$ cat config.mk
export PLATFORM = sky130hd
export DESIGN_NAME = inst_fetch
export DESIGN_NICKNAME = d
export VERILOG_FILES = /design/src/rtl/inst_fetch.sv
export SDC_FILE = /design/constraint.sdc
export NUM_CORES = 1
export LEC_CHECK = 0
export BUFFER_PORTS_ARGS = -buffer_cell sky130_fd_sc_hd__buf_4
export CAP_MARGIN = 10
export CORE_UTILIZATION = 53
export CTS_BUF_LIST = sky130_fd_sc_hd__clkbuf_8 sky130_fd_sc_hd__clkbuf_16
export DETAILED_ROUTE_END_ITERATION = 7
export MAX_ROUTING_LAYER = met4
export PLACE_DENSITY = 0.79
export SYNTH_ARGS = -nofsm -noshare
export SYNTH_HDL_FRONTEND = slang
export SYNTH_SLANG_ARGS = --single-unit
export TNS_END_PERCENT = 50
$ cat constraint.sdc
create_clock -name clk -period 2.6 [get_ports clk]
set_input_delay 0 -clock clk [delete_from_list [all_inputs] [get_ports clk]]
set_output_delay 0 -clock clk [all_outputs]
set_load 0.01 [all_outputs]
$ cat src/rtl/inst_fetch.sv
// inst_fetch: instruction fetch unit, the requesting side of the instruction memory port.
// It holds the fetch PC and drives it to memory as a byte address. Each returned word is
// queued with its PC in a 2-entry FIFO, and the FIFO feeds decode over valid/ready.
// A redirect flushes the queue and restarts fetch at the target PC.
//
// Optional feature macro: FETCH_MISALIGN_CHK_EN
//   defined   : a misaligned redirect sets a sticky misalign_err and halts fetch until rst.
//   undefined : the low two bits of redirect_pc are masked off, and misalign_err is tied to 0.
//
// Ports:
//   clk, rst        clock, asynchronous active-high reset
//   mem_addr        byte address to instruction memory (the fetch PC register)
//   mem_inst        word returned combinationally for mem_addr
//   redirect_valid  load redirect_pc and flush the queue (highest priority)
//   redirect_pc     redirect target byte address
//   out_valid       queue head valid to decode
//   out_ready       decode accepts the head
//   out_inst        head instruction
//   out_pc          head instruction byte address
//   misalign_err    sticky misaligned-redirect flag
module inst_fetch #(
    parameter logic [7:0] RESET_PC = 8'h00
) (
    input  logic        clk,
    input  logic        rst,
    output logic [7:0]  mem_addr,
    input  logic [31:0] mem_inst,
    input  logic        redirect_valid,
    input  logic [7:0]  redirect_pc,
    output logic        out_valid,
    input  logic        out_ready,
    output logic [31:0] out_inst,
    output logic [7:0]  out_pc,
    output logic        misalign_err
);

    logic [7:0]  fetch_pc_q, fetch_pc_d;
    logic [1:0]  count_q, count_d;
    logic        rd_ptr_q, rd_ptr_d;
    logic        wr_ptr_q, wr_ptr_d;
    logic [31:0] inst_q [2];
    logic [7:0]  pc_q   [2];
    logic        push, pop;
    logic        halted;

`ifdef FETCH_MISALIGN_CHK_EN
    logic halted_q, halted_d;
    logic err_q, err_d;

    assign halted       = halted_q;
    assign misalign_err = err_q;
`else
    assign halted       = 1'b0;
    assign misalign_err = 1'b0;
`endif

    // The head's storage stays visible even when no entry is valid.
    assign mem_addr  = fetch_pc_q;
    assign out_inst  = inst_q[rd_ptr_q];
    assign out_pc    = pc_q[rd_ptr_q];
    assign out_valid = (count_q != 2'd0) & ~redirect_valid & ~halted;

    always_comb begin
        pop  = out_valid & out_ready;
        // A full queue can still take a word when the head leaves in the same cycle.
        push = ~redirect_valid & ~halted & ((count_q != 2'd2) | pop);

        fetch_pc_d = fetch_pc_q;
        count_d    = count_q;
        rd_ptr_d   = rd_ptr_q;
        wr_ptr_d   = wr_ptr_q;
`ifdef FETCH_MISALIGN_CHK_EN
        halted_d   = halted_q;
        err_d      = err_q;
`endif

        if (redirect_valid) begin
            count_d  = 2'd0;
            rd_ptr_d = 1'b0;
            wr_ptr_d = 1'b0;
`ifdef FETCH_MISALIGN_CHK_EN
            fetch_pc_d = redirect_pc;
            if (redirect_pc[1:0] != 2'b00) begin
                halted_d = 1'b1;
                err_d    = 1'b1;
            end
`else
            fetch_pc_d = redirect_pc & 8'hFC;
`endif
        end else begin
            if (pop) begin
                rd_ptr_d = ~rd_ptr_q;
            end
            if (push) begin
                wr_ptr_d   = ~wr_ptr_q;
                fetch_pc_d = fetch_pc_q + 8'd4;  // 8-bit wrap from 8'hFC to 8'h00 is intended
            end
            count_d = count_q + 2'(push) - 2'(pop);
        end
    end

    always_ff @(posedge clk or posedge rst) begin
        if (rst) begin
            fetch_pc_q <= RESET_PC;
            count_q    <= 2'd0;
            rd_ptr_q   <= 1'b0;
            wr_ptr_q   <= 1'b0;
            for (int i = 0; i < 2; i++) begin
                inst_q[i] <= 32'h0;
                pc_q[i]   <= 8'h0;
            end
        end else begin
            fetch_pc_q <= fetch_pc_d;
            count_q    <= count_d;
            rd_ptr_q   <= rd_ptr_d;
            wr_ptr_q   <= wr_ptr_d;
            if (push) begin
                inst_q[wr_ptr_q] <= mem_inst;
                pc_q[wr_ptr_q]   <= fetch_pc_q;
            end
        end
    end

`ifdef FETCH_MISALIGN_CHK_EN
    always_ff @(posedge clk or posedge rst) begin
        if (rst) begin
            halted_q <= 1'b0;
            err_q    <= 1'b0;
        end else begin
            halted_q <= halted_d;
            err_q    <= err_d;
        end
    end
`endif

endmodule

* Word level (Yosys, flattened, before mapping) *
Index checks and enable logic that the tools add are counted.

word-level totals
  bits in registers = 92
  bits in latches = 0
  bits in writable memories = 0
  bits in read-only memories = 0
  input bits = 44
  output and inout port bits = 50
  logic and storage cells = 47
  memories kept = 0

operators by class
  add/subtract/negate cells = 3
  multipliers = 0
  div/mod/pow operators = 0
  order comparisons = 3
  eq/ne operators = 1
  shift-type cells = 0
  mux-type cells = 19
  bitwise logic cells = 9
  reductions and logical operators = 4

operators by type and width
  operator             number
  $mux 32              4
  $bwmux 64            1
  $mux 8               6
  $demux 32 s1         1
  $bwmux 16            1
  $add 8x3->8 const B  1
  $demux 8 s1          1
  $reduce_bool 2->1    3
  $ge 2x2->1 const B   2
  $mux 1               4
  $not 1->2            2
  $and 1x1->1          3
  $not 1->1            3
  $add 2x1->2          1
  $lt 2x1->1 const B   1
  $mux 2               1
  $ne 2x2->1 const B   1
  $sub 2x1->2          1
  $logic_and 1x1->1    1
  $or 1x1->1           1

* Depth between registers and ports, before layout *
  depth in word-level cells = 8
  depth in mapped cells = 8

* Worst setup path after synthesis *
Ideal clock, no wire load.

  kind = register to register
  start point = register count_q[1]
  end point = register count_q[0]
  library setup time = 0.131 ns
  arrival time = 1.644 ns
  slack = 0.825 ns
  cell stages (with the launch flop) = 8
  buffers on the path = 1
  period minus slack after synthesis = 1.775 ns
  cell sequence = dfrtp_1 nor3b_4 buf_2 or2_2 ha_1 inv_1 ha_1 nor2b_1

on the way
  cells in the longest elaborated chain, start to end = 8

RTL lines
  element                   RTL line  text
  start: declaration        38        logic [1:0] count_q, count_d;
  start signal: assignment  114       count_q <= count_d;
  $reduce_bool 2->1         61        assign out_valid = (count_q != 2'd0) & ~redirect_valid & ~halted;
  $and 1x1->1               61
  $and 1x1->1               64        pop = out_valid & out_ready;
  $or 1x1->1                66        push = ~redirect_valid & ~halted & ((count_q != 2'd2) | pop);
  $and 1x1->1               66
  $add 2x1->2               98        count_d = count_q + 2'(push) - 2'(pop);
  $sub 2x1->2 (*)           98
  $mux 2 (*)                77        if (redirect_valid) begin
  net count_d[0]            38

Mark *: on every way through the listed nets, which the timed path passes. The rest lies on a longest branch.
A chain may end at the register's enable or synchronous reset.

* Final worst setup path *
  start point = register count_q[0]
  end point = register fetch_pc_q[2], in the netlist mem_addr[2]

on the way
  cells in the longest elaborated chain, start to end = 6

RTL lines
  element                          RTL line  text
  $reduce_bool 2->1                61
  $and 1x1->1                      61
  $and 1x1->1                      64
  $or 1x1->1 (*)                   66
  $and 1x1->1 (*)                  66
  $reduce_bool 2->1 (no line) (*)  --
  end signal: assignment           113       fetch_pc_q <= fetch_pc_d;
  end: declaration                 37        logic [7:0] fetch_pc_q, fetch_pc_d;

Every way passes the cells marked *; elsewhere a longest branch is shown, timed or not.

==> results.json <==
{
  "drt-total-wl_um": 7980,
  "finalSetupTns_ps": 0,
  "finalClockSkew_ps": 9.15,
  "syn2layout_area_growth_pct": 36.0,
  "coreArea_um2": 7250,
  "place_inst": 445,
  "grt_overflow_total": 0,
  "yosys.area.top_type": "dfrtp_1",
  "drc": 0,
  "fin_util_pct": 74.3,
  "multi_input_area_um2": 1690,
  "finalMaxSlewViolations": 0,
  "synthDistinctLibCells": 32,
  "routed.top_layer": "met4",
  "clock_latency_ps": 350,
  "htreeDepth": 3,
  "crit_type": "reg -> reg",
  "power_uw": 5200,
  "netlist_area_um2": 3960,
  "power_density_nw_per_um2": 964,
  "ys.warnings.count": 0,
  "worstSetupStartpointType": "flop",
  "die_y_um": 88.5,
  "yosysSeqAreaShare_pct": 54.3,
  "peakVddDrop_mv": 0.517,
  "clockRootBuffer": "clkbuf_8",
  "synthTopCellsByArea": "dfrtp_1 (54%), mux2_2 (18%), mux2_1 (8.8%)",
  "period_needed_ps": 2020,
  "cts_tree": "built",
  "wl_per_cell_um": 15.8,
  "ios": 94,
  "relSlewSlack_pct": 49.6,
  "dp_hpwl_um": 5070,
  "fmax_ghz": 0.496,
  "fillCellCount": 498,
  "antenna_found_initial": 0,
  "cts_setup_buffers": 0,
  "synth.top_cell.area_share_pct": 54.3,
  "gp_congestion": 0.772,
  "cts.clk_slew.worst_paths_ps": 90,
  "register_area_um2": 2150,
  "die_w_um": 88.5,
  "hold_viol": 0,
  "antenna_cells": 0,
  "fp-row-count": 31,
  "rsz0062_at_grt": "no",
  "cts_buffers": 9,
  "cp-end-kind": "flop",
  "vias": 2607,
  "wl_met1_um": 3460,
  "fin_nets": 449,
  "drt_pass1_iterations": 4,
  "first_global_vias": 2793,
  "worst_slew_pin_slew_ps": 755,
  "finalSetupViolations": 0,
  "cts.sink_count": 86,
  "grt_pass1_wl_um": 12700,
  "route.met2.wl_um": 4180,
  "ctsResizeCount": 0,
  "critical_path_required_ps": 2840,
  "grt_max_degree": 45,
  "status": "finished clean",
  "ys_ff_latch": 86,
  "hold_slack_ps": 44.5,
  "synthesis.instances": 267,
  "cap_violations": 0,
  "stdcell_count": 506,
  "viasPerCell": 5.15,
  "die-area_um2": 7830,
  "fin_crit_sh_pct": 77.5,
  "drtIter0Drc": 60,
  "ant_nets": 0,
  "start_util_pct": 54.6,
  "avgSynthCellArea_um2": 14.8,
  "cp_max_fo": 14,
  "cp.arrival_ps": 2260,
  "wl_met3_um": 257,
  "grt_use_total_pct": 22.2,
  "port_buffers": 86,
  "cts_buffer_depth": 2,
  "leakage_uw": 0.00244,
  "hp-class": "in -> reg",
  "drive_gt1_share_pct": 49.1
}
-- worst paths after layout --
check / from / end / slack [ps] / cells past startpoint
min in group asynchronous: rst / inst_q[9] / 310 / 3
worst max register to register: count_q[0] / mem_addr[2] / 580 / 4
worst max-delay path: count_q[0] / mem_addr[2] / 580 / 4
worst min register to register: inst_q[14] / inst_q[14] / 490 / 1
max in group asynchronous: rst / pc_q[12] / 1500 / 4
worst min-delay path: out_ready / rd_ptr_q / 40 / 3
-- cell usage in the layout, fill, tap and decap left out --
cell,netlist,routed
buf_4,6,94
dfrtp_1,86,85
mux2_2,63,63
dlygate4sd3_1,0,45
mux2_1,31,31
mux2_4,20,20
clkbuf_8,0,10
nand2_1,6,6
nand3_1,5,5
conb_1,1,5
nor2_1,4,4
inv_1,4,3
xor2_1,3,3
or4_1,3,3
ha_1,3,3
bufinv_16,0,3
nor3b_4,1,2
mux2i_1,2,2
a31oi_1,2,2
o21ai_0,2,2
o211ai_1,2,2
inv_6,0,2
nor3_2,0,1
nor2b_1,1,1
or2_2,1,1
o21ba_2,1,1
and2_1,1,1
xnor2_1,1,1
clkinv_2,0,1
o31ai_1,1,1
o21ai_1,1,1
or3_1,1,1
clkinv_4,0,1
dfrtp_2,0,1
-- report_power, final --
group	switching [µW]	total, µW	internal [µW]
Sequential	299	2130	1830
Clock	502	1180	673
Combinational	711	1890	1180
-- per-layer routing --
metal,track usage [%],up-vias
met4,6.16,0
met1,25.5,1329
met3,5.60,9
met2,38.4,59
li1,-,1210
met5,-,-
-- cells by family (layout without fill, tap and decap cells) --
family / count (synthesis) / after routing / synth area share (%)
simple gates: 25 / 25 / 3.69
flops: 86 / 86 / 54.3
xor+xnor: 4 / 4 / 0.884
fa+ha+maj: 3 / 3 / 0.947
other cells: 1 / 5 / 0.0946
buf+inv: 23 / 159 / 3.79
compound gates: 9 / 9 / 1.51
mux: 116 / 116 / 34.8
-- state kept, by name, summed over array words and instances, names as in the netlist --
register,cells
pc_q,12
count_q,2
mem_addr,6
rd_ptr_q,1
inst_q,64
wr_ptr_q,1
-- what timing repair did --
action	in CTS	in global routing
setup endpoints to repair	0	0
hold buffers	45	0
hold endpoints to repair	115	0
-- metrics by stage --
step | worst slack, ps | cell area (µm²)
floorplan | 378 | 3980
global placement | 702 | 4690
detailed placement | 669 | 4690
CTS | 588 | 5390
global route | 441 | 5390
finish | 585 | 5390
-- final cells by class --
type                    count  area share [%]
inverters                   4           0.302
multi-input cells         162            31.3
flip-flops and latches     86            39.9
clock inverters             6            2.16
repair buffers            139            21.4
well taps                  99            2.30
clock buffers              10            2.55
-- cell usage after synthesis (all sizes together) --
| cell type | n |
|---|---|
| nor3 | 1 |
| inv | 4 |
| nand3 | 5 |
| buf | 17 |
| clkbuf | 2 |
| dfrtp | 86 |
| xor2 | 3 |
| nor2 | 4 |
| or2 | 1 |
| or4 | 3 |
| mux2i | 2 |
| and2 | 1 |
| conb | 1 |
| nor2b | 1 |
| xnor2 | 1 |
| o211ai | 2 |
| ha | 3 |
| o31ai | 1 |
| o21ba | 1 |
| or3 | 1 |
| nand2 | 6 |
| mux2 | 114 |
| o21ai | 3 |
| nor3b | 2 |
| a31oi | 2 |
-- worst max-delay path: stages, from the launching register on --
cell,delay (ps)
dfrtp_1,430
nor3b_4,580
xor2_1,210
o21ai_0,110
dlygate4sd3_1,580
Note: power is estimated with default switching activity, not from simulation.
